===== src/rtl/game_pkg.sv =====
`default_nettype none
// ============================================================================
//  Module      : game_pkg
//  Description : Shared encodings for the fighting-game referee: action codes,
//                winner codes, referee FSM states, player position constants
//                and the end-of-turn judging function.
//  Revision    : 1.0 - initial release
// ============================================================================
package game_pkg;

    // Action codes understood by the player modules
    typedef logic [2:0] action_t;
    localparam action_t ACT_KICK   = 3'b000;
    localparam action_t ACT_PUNCH  = 3'b001;
    localparam action_t ACT_AWAIT  = 3'b010;
    localparam action_t ACT_JUMP   = 3'b011;
    localparam action_t ACT_LEFT1  = 3'b100;
    localparam action_t ACT_LEFT2  = 3'b101;
    localparam action_t ACT_RIGHT1 = 3'b110;
    localparam action_t ACT_RIGHT2 = 3'b111;

    // Winner codes
    typedef logic [1:0] winner_t;
    localparam winner_t WIN_NONE = 2'b00;
    localparam winner_t WIN_P1   = 2'b01;
    localparam winner_t WIN_P2   = 2'b10;
    localparam winner_t WIN_DRAW = 2'b11;

    // Referee turn sequencer states
    typedef enum logic [2:0] {
        ST_IDLE    = 3'd0,
        ST_COLLECT = 3'd1,
        ST_STROBE  = 3'd2,
        ST_RELEASE = 3'd3,
        ST_CHECK   = 3'd4,
        ST_OVER    = 3'd5
    } state_e;

    // Player position one-hot constants (arena squares, left to right)
    typedef logic [3:0] position_t;
    localparam position_t POS_0 = 4'b0001;
    localparam position_t POS_1 = 4'b0010;
    localparam position_t POS_2 = 4'b0100;
    localparam position_t POS_3 = 4'b1000;

    // Knockouts take priority; the health comparison only applies at the turn limit
    function automatic winner_t judge(input logic [1:0] h1,
                                      input logic [1:0] h2,
                                      input logic       at_limit);
        winner_t w;
        w = WIN_NONE;
        if (h1 == 2'd0 && h2 == 2'd0) begin
            w = WIN_DRAW;
        end else if (h1 == 2'd0) begin
            w = WIN_P2;
        end else if (h2 == 2'd0) begin
            w = WIN_P1;
        end else if (at_limit) begin
            if (h1 > h2) begin
                w = WIN_P1;
            end else if (h2 > h1) begin
                w = WIN_P2;
            end else begin
                w = WIN_DRAW;
            end
        end
        return w;
    endfunction

endpackage
`default_nettype wire


===== src/rtl/game_referee_if.sv =====
`default_nettype none
// ============================================================================
//  Module      : game_referee_if
//  Description : Bundle of the referee's input-unit handshake, player-module
//                drive and game status signals. The master modport is the
//                referee side; the slave modport is the surrounding system.
//  Revision    : 1.0 - initial release
// ============================================================================
interface game_referee_if;
    import game_pkg::*;

    logic          start;
    logic          ready1;
    logic          ready2;
    action_t       actIn1;
    action_t       actIn2;
    logic          ack1;
    logic          ack2;
    action_t       action1;
    action_t       action2;
    logic          actionEnable;
    logic [1:0]    health1;
    logic [1:0]    health2;
    logic          isGameOver;
    winner_t       winner;
    logic [7:0]    turnCount;

    modport master (
        input  start, ready1, ready2, actIn1, actIn2, health1, health2,
        output ack1, ack2, action1, action2, actionEnable,
               isGameOver, winner, turnCount
    );

    modport slave (
        output start, ready1, ready2, actIn1, actIn2, health1, health2,
        input  ack1, ack2, action1, action2, actionEnable,
               isGameOver, winner, turnCount
    );

endinterface
`default_nettype wire


===== src/rtl/player_action_latch.sv =====
`default_nettype none
// ============================================================================
//  Module      : player_action_latch
//  Description : Per-player capture flag, action register and one-cycle ack
//                pulse. Captures at most one action per turn while collecting;
//                an uncaptured player can be forced to await.
//  Revision    : 1.0 - initial release
// ============================================================================
module player_action_latch
    import game_pkg::*;
(
    input  logic    clk,
    input  logic    reset,        // asynchronous, active-low
    input  logic    clear,        // start of a new collection window
    input  logic    collect_en,   // referee is in COLLECT
    input  logic    ready,
    input  action_t act_in,
    input  logic    force_await,  // collection window expired
    output logic    captured,
    output action_t action,
    output logic    ack
);

    logic    captured_q, captured_d;
    action_t action_q,   action_d;
    logic    ack_q,      ack_d;
    logic    w_capture;

    assign w_capture = collect_en & ready & ~captured_q;

    // Next-state for flag, action and ack; a real capture beats a forced await
    always_comb begin
        captured_d = captured_q;
        action_d   = action_q;
        ack_d      = w_capture;
        if (clear) begin
            captured_d = 1'b0;
        end else if (w_capture) begin
            captured_d = 1'b1;
        end
        if (w_capture) begin
            action_d = act_in;
        end else if (force_await && !captured_q) begin
            action_d = ACT_AWAIT;
        end
    end

    // Registers, reset to "await" with no pending capture
    always_ff @(posedge clk or negedge reset) begin
        if (!reset) begin
            captured_q <= 1'b0;
            action_q   <= ACT_AWAIT;
            ack_q      <= 1'b0;
        end else begin
            captured_q <= captured_d;
            action_q   <= action_d;
            ack_q      <= ack_d;
        end
    end

    assign captured = captured_q;
    assign action   = action_q;
    assign ack      = ack_q;

endmodule
`default_nettype wire


===== src/rtl/game_referee.sv =====
`default_nettype none
// ============================================================================
//  Module      : game_referee
//  Description : Turn sequencer and referee for the two-player fighting game.
//                Collects one action per player, strobes the player modules,
//                waits for health to settle, then judges knockout / turn limit.
//                Optional build macro REFEREE_TIMEOUT_EN forces missing actions
//                to await after TURN_TIMEOUT cycles in COLLECT.
//  Revision    : 1.0 - initial release
// ============================================================================
module game_referee
    import game_pkg::*;
#(
    parameter int unsigned MAX_TURNS     = 15,   // 1..255
    parameter int unsigned ENABLE_CYCLES = 2,    // >= 1
    parameter int unsigned SETTLE_CYCLES = 2,    // >= 1
    parameter int unsigned TURN_TIMEOUT  = 255   // >= 1
) (
    input  logic           clk,
    input  logic           reset,   // asynchronous, active-low
    game_referee_if.master bus
);

    localparam int unsigned     PH_W        = 16;
    localparam logic [PH_W-1:0] ENABLE_LAST = PH_W'(ENABLE_CYCLES - 1);
    localparam logic [PH_W-1:0] SETTLE_LAST = PH_W'(SETTLE_CYCLES - 1);
    localparam logic [7:0]      TURN_LIMIT  = 8'(MAX_TURNS);

    state_e          state_q, state_d;
    logic [PH_W-1:0] phase_q, phase_d;
    logic [7:0]      turn_count_q, turn_count_d;
    winner_t         winner_q, winner_d;
    logic            game_over_q, game_over_d;
    logic            action_enable_q, action_enable_d;

    logic            w_cap1, w_cap2;
    logic            w_collect;
    logic            w_enter_collect;
    logic            w_expire;
    logic [7:0]      w_turn_next;
    winner_t         w_verdict;

    assign w_collect       = (state_q == ST_COLLECT);
    assign w_enter_collect = (state_q != ST_COLLECT) && (state_d == ST_COLLECT);
    assign w_turn_next     = (turn_count_q == 8'hFF) ? 8'hFF : turn_count_q + 8'd1;
    assign w_verdict       = (state_q == ST_CHECK)
                           ? judge(bus.health1, bus.health2, w_turn_next == TURN_LIMIT)
                           : WIN_NONE;

`ifdef REFEREE_TIMEOUT_EN
    localparam int unsigned TO_W = (TURN_TIMEOUT > 1) ? $clog2(TURN_TIMEOUT) : 1;
    localparam logic [TO_W-1:0] TO_LAST = TO_W'(TURN_TIMEOUT - 1);

    logic [TO_W-1:0] to_cnt_q, to_cnt_d;

    // Collection-window counter, restarted on every entry into COLLECT
    always_comb begin
        to_cnt_d = to_cnt_q;
        if (w_enter_collect) begin
            to_cnt_d = '0;
        end else if (w_collect) begin
            to_cnt_d = to_cnt_q + 1'b1;
        end
    end

    // Collection-window counter register
    always_ff @(posedge clk or negedge reset) begin
        if (!reset) begin
            to_cnt_q <= '0;
        end else begin
            to_cnt_q <= to_cnt_d;
        end
    end

    assign w_expire = w_collect && (to_cnt_q == TO_LAST);
`else
    assign w_expire = 1'b0;
`endif

    player_action_latch u_latch1 (
        .clk         (clk),
        .reset       (reset),
        .clear       (w_enter_collect),
        .collect_en  (w_collect),
        .ready       (bus.ready1),
        .act_in      (bus.actIn1),
        .force_await (w_expire),
        .captured    (w_cap1),
        .action      (bus.action1),
        .ack         (bus.ack1)
    );

    player_action_latch u_latch2 (
        .clk         (clk),
        .reset       (reset),
        .clear       (w_enter_collect),
        .collect_en  (w_collect),
        .ready       (bus.ready2),
        .act_in      (bus.actIn2),
        .force_await (w_expire),
        .captured    (w_cap2),
        .action      (bus.action2),
        .ack         (bus.ack2)
    );

    // State register
    always_ff @(posedge clk or negedge reset) begin
        if (!reset) begin
            state_q <= ST_IDLE;
        end else begin
            state_q <= state_d;
        end
    end

    // Next-state logic; OVER is left only through reset
    always_comb begin
        state_d = state_q;
        case (state_q)
            ST_IDLE:    if (bus.start) state_d = ST_COLLECT;
            ST_COLLECT: if ((w_cap1 && w_cap2) || w_expire) state_d = ST_STROBE;
            ST_STROBE:  if (phase_q == ENABLE_LAST) state_d = ST_RELEASE;
            ST_RELEASE: if (phase_q == SETTLE_LAST) state_d = ST_CHECK;
            ST_CHECK:   state_d = (w_verdict != WIN_NONE) ? ST_OVER : ST_COLLECT;
            ST_OVER:    state_d = ST_OVER;
            default:    state_d = ST_IDLE;
        endcase
    end

    // Output logic: registered outputs are computed from the upcoming state
    always_comb begin
        phase_d = '0;
        if ((state_d == state_q) && (state_q == ST_STROBE || state_q == ST_RELEASE)) begin
            phase_d = phase_q + 1'b1;
        end
        action_enable_d = (state_d == ST_STROBE);
        game_over_d     = (state_d == ST_OVER);
        turn_count_d    = turn_count_q;
        winner_d        = winner_q;
        if (state_q == ST_CHECK) begin
            turn_count_d = w_turn_next;
            winner_d     = w_verdict;
        end
    end

    // Output and phase registers
    always_ff @(posedge clk or negedge reset) begin
        if (!reset) begin
            phase_q         <= '0;
            action_enable_q <= 1'b0;
            game_over_q     <= 1'b0;
            turn_count_q    <= 8'd0;
            winner_q        <= WIN_NONE;
        end else begin
            phase_q         <= phase_d;
            action_enable_q <= action_enable_d;
            game_over_q     <= game_over_d;
            turn_count_q    <= turn_count_d;
            winner_q        <= winner_d;
        end
    end

    assign bus.actionEnable = action_enable_q;
    assign bus.isGameOver   = game_over_q;
    assign bus.winner       = winner_q;
    assign bus.turnCount    = turn_count_q;

endmodule
`default_nettype wire


===== src/flat_wrapper.sv =====
// flat-port wrapper written by rule: the top's interface ports become plain ports
module game_referee_flat import game_pkg::*;
#(
    parameter int unsigned MAX_TURNS     = 15,            
    parameter int unsigned ENABLE_CYCLES = 2,           
    parameter int unsigned SETTLE_CYCLES = 2,           
    parameter int unsigned TURN_TIMEOUT  = 255          
)
  (clk, reset, bus_start, bus_ready1, bus_ready2, bus_actIn1, bus_actIn2, bus_health1, bus_health2, bus_ack1, bus_ack2, bus_action1, bus_action2, bus_actionEnable, bus_isGameOver, bus_winner, bus_turnCount);
  game_referee_if bus_i ();
  input  logic clk;
  input  logic reset;
  input wire logic [$bits(bus_i.start)-1:0] bus_start;
  input wire logic [$bits(bus_i.ready1)-1:0] bus_ready1;
  input wire logic [$bits(bus_i.ready2)-1:0] bus_ready2;
  input wire logic [$bits(bus_i.actIn1)-1:0] bus_actIn1;
  input wire logic [$bits(bus_i.actIn2)-1:0] bus_actIn2;
  input wire logic [$bits(bus_i.health1)-1:0] bus_health1;
  input wire logic [$bits(bus_i.health2)-1:0] bus_health2;
  output wire logic [$bits(bus_i.ack1)-1:0] bus_ack1;
  output wire logic [$bits(bus_i.ack2)-1:0] bus_ack2;
  output wire logic [$bits(bus_i.action1)-1:0] bus_action1;
  output wire logic [$bits(bus_i.action2)-1:0] bus_action2;
  output wire logic [$bits(bus_i.actionEnable)-1:0] bus_actionEnable;
  output wire logic [$bits(bus_i.isGameOver)-1:0] bus_isGameOver;
  output wire logic [$bits(bus_i.winner)-1:0] bus_winner;
  output wire logic [$bits(bus_i.turnCount)-1:0] bus_turnCount;
  assign bus_i.start = bus_start;
  assign bus_i.ready1 = bus_ready1;
  assign bus_i.ready2 = bus_ready2;
  assign bus_i.actIn1 = bus_actIn1;
  assign bus_i.actIn2 = bus_actIn2;
  assign bus_i.health1 = bus_health1;
  assign bus_i.health2 = bus_health2;
  assign bus_ack1 = bus_i.ack1;
  assign bus_ack2 = bus_i.ack2;
  assign bus_action1 = bus_i.action1;
  assign bus_action2 = bus_i.action2;
  assign bus_actionEnable = bus_i.actionEnable;
  assign bus_isGameOver = bus_i.isGameOver;
  assign bus_winner = bus_i.winner;
  assign bus_turnCount = bus_i.turnCount;
  game_referee #(.MAX_TURNS(MAX_TURNS), .ENABLE_CYCLES(ENABLE_CYCLES), .SETTLE_CYCLES(SETTLE_CYCLES), .TURN_TIMEOUT(TURN_TIMEOUT)) u_core (.clk(clk), .reset(reset), .bus(bus_i));
endmodule

===== config.mk =====
export PLATFORM = sky130hd
export DESIGN_NAME = game_referee_flat
export DESIGN_NICKNAME = d
export VERILOG_FILES = /design/src/rtl/game_pkg.sv /design/src/rtl/game_referee_if.sv /design/src/rtl/player_action_latch.sv /design/src/rtl/game_referee.sv /design/src/flat_wrapper.sv
export SDC_FILE = /design/constraint.sdc
export NUM_CORES = 1
export LEC_CHECK = 0
export BUFFER_PORTS_ARGS = -buffer_cell sky130_fd_sc_hd__buf_2
export CAP_MARGIN = 0
export CORE_ASPECT_RATIO = 2
export CORE_MARGIN = 2
export CORE_UTILIZATION = 40
export DETAILED_ROUTE_END_ITERATION = 10
export GPL_TIMING_DRIVEN = 0
export SLEW_MARGIN = 20
export SYNTH_ARGS = -nofsm -noshare
export SYNTH_HDL_FRONTEND = slang
export SYNTH_SLANG_ARGS = --single-unit

===== constraint.sdc =====
create_clock -name clk -period 2.1 [get_ports clk]
set_clock_uncertainty 0.1 [all_clocks]
set_input_delay 0.525 -clock clk [delete_from_list [all_inputs] [get_ports clk]]
set_output_delay 0.525 -clock clk [all_outputs]
set_load 0.02 [all_outputs]

==> out/results.tsv, run 1 <==
metric	value	unit
outcome	complete, no violations	
synth_top_area_frac	0.470	
fillCellCount	508	
period_share	0.921	
peakVddDrop	0.472	mV
antenna_found_initial	0	
crit_type	reg -> reg	
synth-edff-count	0	
clkSinkCount	41	
die_y	106	um
synth.avg_cell_area	9.44	um^2
synth_xor_area_frac	0.0675	
hold_slack	256	ps
r2r_cells	6	
critPathLaunchType	flip-flop	
core_area	5090	um^2
seq_area	1030	um^2
start_util	0.408	
vias_per_cell	5.29	
drive_gt1_frac	0.237	
worst_pin_slew	927	ps
synthCells	220	
numCtsBuffers	5	
p_leak	1.15	nW
drt_wl_total	4490	um
antenna_left	0	
fin_ws	166	ps
routed-via-count	1694	
grt_max_degree	42	
synthArstFlopShare	1.00	
dr.first_iter.drc_count	29	
slowest_delay	430	ps
finalNetCount	281	
hold_violations	0	
worstPathArrival	1990	ps
drc	0	
synth_area	2080	um^2
hpwl	3360	um
grt_pass1_wl	7220	um
crit_slowest_cell	dfrtp_1	
synth_compound_area_frac	0.109	
cp_max_fo	5	
synth.area.top_cells	dfrtp_1 (47%), nor2_1 (6.3%), nand2_1 (5.1%)	
grt_pass1_vias	1687	
diodes	0	
r2r-end	u_core.state_q[2]	
worstSetupEndpointType	flip-flop	
crit_chain	ha_2 -> and3_4 -> or3_1 -> o21ai_2 -> a2111oi_4 -> o22ai_1	
hold_class	in -> async	
max_cap_violations	0	
synth_top_family_by_area	simple AND/OR/NAND/NOR gates	
reg2reg_from	u_core.bus.turnCount[1]	
rsz0062_at_grt	false	
clock_latency	300	ps
synth_ff_type	dfrtp_1	
syn_nets	240	
die_w	54.9	um
cts_tree	built	
wire_per_inst	14.0	um
setup_viol	0	
yosysWarningCount	0	
fmax	517	MHz
overflow	0	
yosysSeqAreaShare	0.495	
first_pass_iters	4	
dp_slack	2.00	ps
gp_congestion	0.856	
multiInputGateArea	975	um^2
synth.mux.area_fraction	0.0205	
cts.clk_slew.worst_paths	80	ps
area_growth	19.1	%
pin_count	35	
power-per-cell-area	646	nW/um^2
clockRootBuffer	clkbuf_8	
clock_path_buffers	2	
min_period	1930	ps
port_buffers	34	
dieArea	5820	um^2
synthAdderAreaFrac	0.0301	
synth-simple-area-share	0.235	
slew_headroom	0.382	
htree_levels	2	
synth_top_area_cell	dfrtp_1	
rows	37	
finalSetupTns	0	ps
grt_usage	0.171	
required	2160	ps
yosysUniqueCellTypes	41	
synth-seq-cells	41	
r2r_slack	170	ps
slew_violations	0	
-- cells in the final DEF, fill, tap and decap left out, types with 2 or more instances in the layout --
| cell type | synthesis | layout |
|---|---|---|
| dfrtp_1 | 39 | 37 |
| buf_2 | 3 | 36 |
| nor2_1 | 35 | 34 |
| nand2_1 | 28 | 28 |
| a21oi_1 | 18 | 18 |
| inv_1 | 11 | 11 |
| nand3_1 | 10 | 10 |
| xnor2_1 | 8 | 8 |
| xor2_1 | 8 | 8 |
| o21ai_0 | 6 | 6 |
| nor3_1 | 5 | 5 |
| clkbuf_8 | 0 | 5 |
| or3_1 | 4 | 4 |
| nand4_1 | 4 | 4 |
| ha_1 | 5 | 4 |
| and3_1 | 3 | 3 |
| buf_6 | 2 | 2 |
| nor4_1 | 2 | 2 |
| nand2b_1 | 2 | 2 |
| nand4b_1 | 2 | 2 |
| mux2_2 | 2 | 2 |
| mux2i_1 | 2 | 2 |
| bufinv_16 | 0 | 2 |
| dfrtp_2 | 0 | 2 |
| dfstp_2 | 2 | 2 |
-- final cells by class --
| class | instances | area share |
|---|---|---|
| plain buffers | 6 | 0.0167 |
| clock buffers | 5 | 0.0278 |
| clock inverters | 3 | 0.0263 |
| inverters | 11 | 0.0167 |
| multi-input cells | 161 | 0.394 |
| flip-flops and latches | 41 | 0.417 |
| well taps | 58 | 0.0294 |
| repair buffers | 35 | 0.0719 |
-- per-stage QoR --
step           utilization  cell area (um^2)  power [W]  cells
2_1_floorplan            -              2080   0.000822    220
3_3_place_gp         0.455              2320   0.000857    312
3_5_place_dp         0.455              2320   0.000858    312
4_1_cts              0.484              2460    0.00162    320
5_1_grt              0.486              2470    0.00166    320
6_report             0.486              2470    0.00160    320
-- layer usage --
layer | up-vias | wire length, um | global-route usage
met1 | 809 | 1630 | 0.159
met5 | - | 0 | 0
met4 | 0 | 151 | 0.0923
met2 | 34 | 2570 | 0.316
met3 | 14 | 135 | 0.0340
li1 | 837 | - | -
-- what timing repair did --
action,4_1_cts,5_1_grt
cloned,0,0
setup buffers,0,1
setup endpoints to repair,4,15
pin swaps,2,0
gates resized for setup,2,4
hold buffers,0,0
-- flip-flops by register name (all words and copies together) (netlist names) --
name	cells
u_core.bus.actionEnable	1
u_core.bus.isGameOver	1
u_core.bus.turnCount	8
u_core.bus.winner	2
u_core.phase_q	16
u_core.state_q	3
u_core.u_latch1.ack	1
u_core.u_latch1.action	3
u_core.u_latch1.captured	1
u_core.u_latch2.ack	1
u_core.u_latch2.action	3
u_core.u_latch2.captured	1
-- power by group --
group	internal [W]	total, W	leakage, nW	switching (W)
Sequential	0.000791	0.000792	0.545	0.00000124
Clock	0.000472	0.000755	0.0681	0.000283
Combinational	0.0000161	0.0000484	0.539	0.0000323
Total	0.00128	0.00160	1.15	0.000317
-- worst max path at each step --
stage,start,to,cells past startpoint
after floorplan,u_core.bus.turnCount[0],u_core.u_latch2.captured,6
final,u_core.bus.turnCount[1],u_core.state_q[2],6
after CTS,u_core.phase_q[0],u_core.phase_q[14],7
after detailed placement,u_core.bus.turnCount[0],u_core.state_q[2],6
after global placement,u_core.bus.turnCount[0],u_core.state_q[2],6
after global routing,u_core.bus.turnCount[1],u_core.bus.winner[1],6
-- Yosys cell counts, types with 2 or more instances --
| master | n |
|---|---|
| nand2b_1 | 2 |
| dfstp_2 | 2 |
| xor2_1 | 8 |
| mux2_2 | 2 |
| nand2_1 | 28 |
| ha_1 | 5 |
| nor4_1 | 2 |
| inv_1 | 11 |
| a21oi_1 | 18 |
| nand4_1 | 4 |
| and3_1 | 3 |
| nand4b_1 | 2 |
| xnor2_1 | 8 |
| buf_6 | 2 |
| or3_1 | 4 |
| o21ai_0 | 6 |
| nor2_1 | 35 |
| buf_2 | 3 |
| nor3_1 | 5 |
| nand3_1 | 10 |
| mux2i_1 | 2 |
| dfrtp_1 | 39 |
-- cell families after synthesis --
logic type / count (synthesis)
adders and majority gates: 5
buffers and inverters: 18
AOI/OAI and AO/OA: 35
xor gates and xnor gates: 16
muxes: 4
and+or+nand+nor: 101
DFF: 41
-- critical path, delay by kind of cell, from the launching register on --
kind / cells / cell delay [ps]
compound gates: 3 / 660
fa+ha+maj: 1 / 260
flops: 1 / 430
simple gates: 2 / 340
Note: power is estimated with default switching activity, not from simulation.
==> run 2: changes to the inputs <==
Settings changed: REMOVE_ABC_BUFFERS set to 1.
==> run 2 against run 1 <==
Against the previous run:
- setup slack lost 19 ps
- sequential share of layout area increased by 0.74 points
- cell count down 2.2%
- count of clock-buffer cells in the layout stayed put
- sequential power about the same
- non-clock buffer count decreased by 7
- combinational power fell by 2%
- critical path type unchanged
- critical endpoint is now u_core.u_latch2.captured
==> out/results.tsv, run 2 (synthesized netlist as in run 1, its figures left out) <==
metric	value	unit	change
htree_levels	2		unchanged
cts.clk_slew.worst_paths	80	ps	about the same
drive_gt1_frac	0.212		was 0.237
dieArea	5820	um^2	unchanged
dr.first_iter.drc_count	18		was 29
rows	37		unchanged
area_growth	16.8	%	was 19.1%
required	2200	ps	was 2160 ps
start_util	0.408		unchanged
pin_count	35		unchanged
antenna_left	0		unchanged
critPathLaunchType	flip-flop		unchanged
slew_violations	0		unchanged
slew_headroom	0.405		was 0.382
clock_path_buffers	2		unchanged
grt_usage	0.162		was 0.171
diodes	0		unchanged
max_cap_violations	0		unchanged
setup_viol	0		unchanged
p_leak	1.12	nW	was 1.15 nW
cp_max_fo	7		was 5
layout_common_cells	dfrtp_1 (39), nor2_1 (34), buf_2 (34), nand2_1 (28), a21oi_1 (18)		was dfrtp_1 (37), buf_2 (36), nor2_1 (34), nand2_1 (28), a21oi_1 (18)
overflow	0		unchanged
grt_pass1_wl	6780	um	was 7220 um
worstSetupEndpointType	flip-flop		unchanged
peakVddDrop	0.537	mV	was 0.472 mV
r2r_slack	150	ps	was 170 ps
crit_type	reg -> reg		unchanged
r2r-end	u_core.u_latch2.captured		was u_core.state_q[2]
grt_max_degree	42		unchanged
cts_tree	built		unchanged
regMostFlops	u_core.phase_q		unchanged
vias_per_cell	5.18		was 5.29
rsz0062_at_grt	false		unchanged
port_buffers	34		unchanged
clock_latency	300	ps	about the same
hpwl	3170	um	was 3360 um
numCtsBuffers	5		unchanged
power-per-cell-area	662	nW/um^2	was 646 nW/um^2
worst_pin_slew	893	ps	was 927 ps
core_area	5090	um^2	unchanged
clkSinkCount	41		unchanged
reg2reg_from	u_core.bus.turnCount[0]		was u_core.bus.turnCount[1]
drc	0		unchanged
drt_wl_total	4230	um	was 4490 um
wire_per_inst	13.5	um	was 14.0 um
gp_congestion	0.795		was 0.856
largest_reg_flops	16		unchanged
fmax	512	MHz	was 517 MHz
period_share	0.930		was 0.921
layout_commonest_cell	dfrtp_1		unchanged
hold_violations	0		unchanged
hold_slack	243	ps	was 256 ps
outcome	complete, no violations		unchanged
fin_util	0.476		was 0.486
clockRootBuffer	clkbuf_8		unchanged
routed-via-count	1620		was 1694
post_cts_buffers	0		unchanged
min_period	1950	ps	was 1930 ps
die_w	54.9	um	unchanged
finalSetupTns	0	ps	unchanged
finalNetCount	274		was 281
hold_class	in -> async		unchanged
r2r_cells	6		unchanged
die_y	106	um	unchanged
first_pass_iters	4		unchanged
worstPathArrival	2060	ps	was 1990 ps
grt_pass1_vias	1549		was 1687
antenna_found_initial	0		unchanged
==> run 2: cell types whose count changed in the layout (fill, tap and decap cells not counted), sizes merged <==
cell | previous run | this run
inv | 11 | 12
buf | 39 | 34
clkinv | 1 | 0
clkbuf | 7 | 5
==> run 2: metrics by stage <==
step                      instances  cell area, um^2  setup slack [ps]  total power [W]
final                           313             2420               148          0.00160
after global routing            313             2420              16.8          0.00168
after CTS                       313             2420              27.1          0.00164
after detailed placement        305             2270             -60.5         0.000858
after global placement          305             2270             -71.3         0.000857
after floorplan                 213             2030               105         0.000822
==> run 2: cell type report <==
type	count	area (um^2)
clock buffer	5	68.8
tap	58	72.6
inverter	11	41.3
multi-input combinational	161	973
fill	520	2670
timing repair buffer	34	170
clock inverter	3	68.8
sequential	41	1030
==> run 2: repair_timing <==
item | CTS | global route
endpoints found under the setup margin | 4 | 20
gates resized for setup | 2 | 2
pin swaps | 0 | 2
hold buffers | 0 | 0
==> run 2: worst max path at each step <==
stage	slack, ps	startpoint	cells past startpoint	endpoint
final	150	u_core.bus.turnCount[0]	6	u_core.u_latch2.captured
after global routing	20	u_core.state_q[1]	5	u_core.bus.turnCount[6]
after CTS	30	u_core.phase_q[1]	6	u_core.phase_q[7]
after detailed placement	-60	u_core.state_q[1]	5	u_core.bus.turnCount[6]
after global placement	-70	u_core.state_q[1]	5	u_core.bus.turnCount[6]
after floorplan	110	u_core.bus.turnCount[0]	6	u_core.u_latch2.captured
==> run 2: layer usage <==
metal,GRT usage,wire [um],share of wire,vias to the layer above
met5,0,0,0,-
met4,0.0889,108,0.026,0
met3,0.0354,131,0.031,8
met2,0.281,2370,0.56,24
met1,0.167,1620,0.38,772
li1,-,-,-,816
==> run 2: critical path: stages (launching register included) <==
cell and delay, ps:
dfrtp_1 450, ha_2 250, and3_4 200, or3_1 320
o21ai_2 120, a2111oi_4 140, a311oi_2 290
==> run 2: report_power, final <==
| part | internal [W] | switching, W |
|---|---|---|
| clock network | 0.000478 | 0.000286 |
| logic | 0.0000162 | 0.0000314 |
| registers | 0.000791 | 0.00000119 |
| total | 0.00129 | 0.000319 |
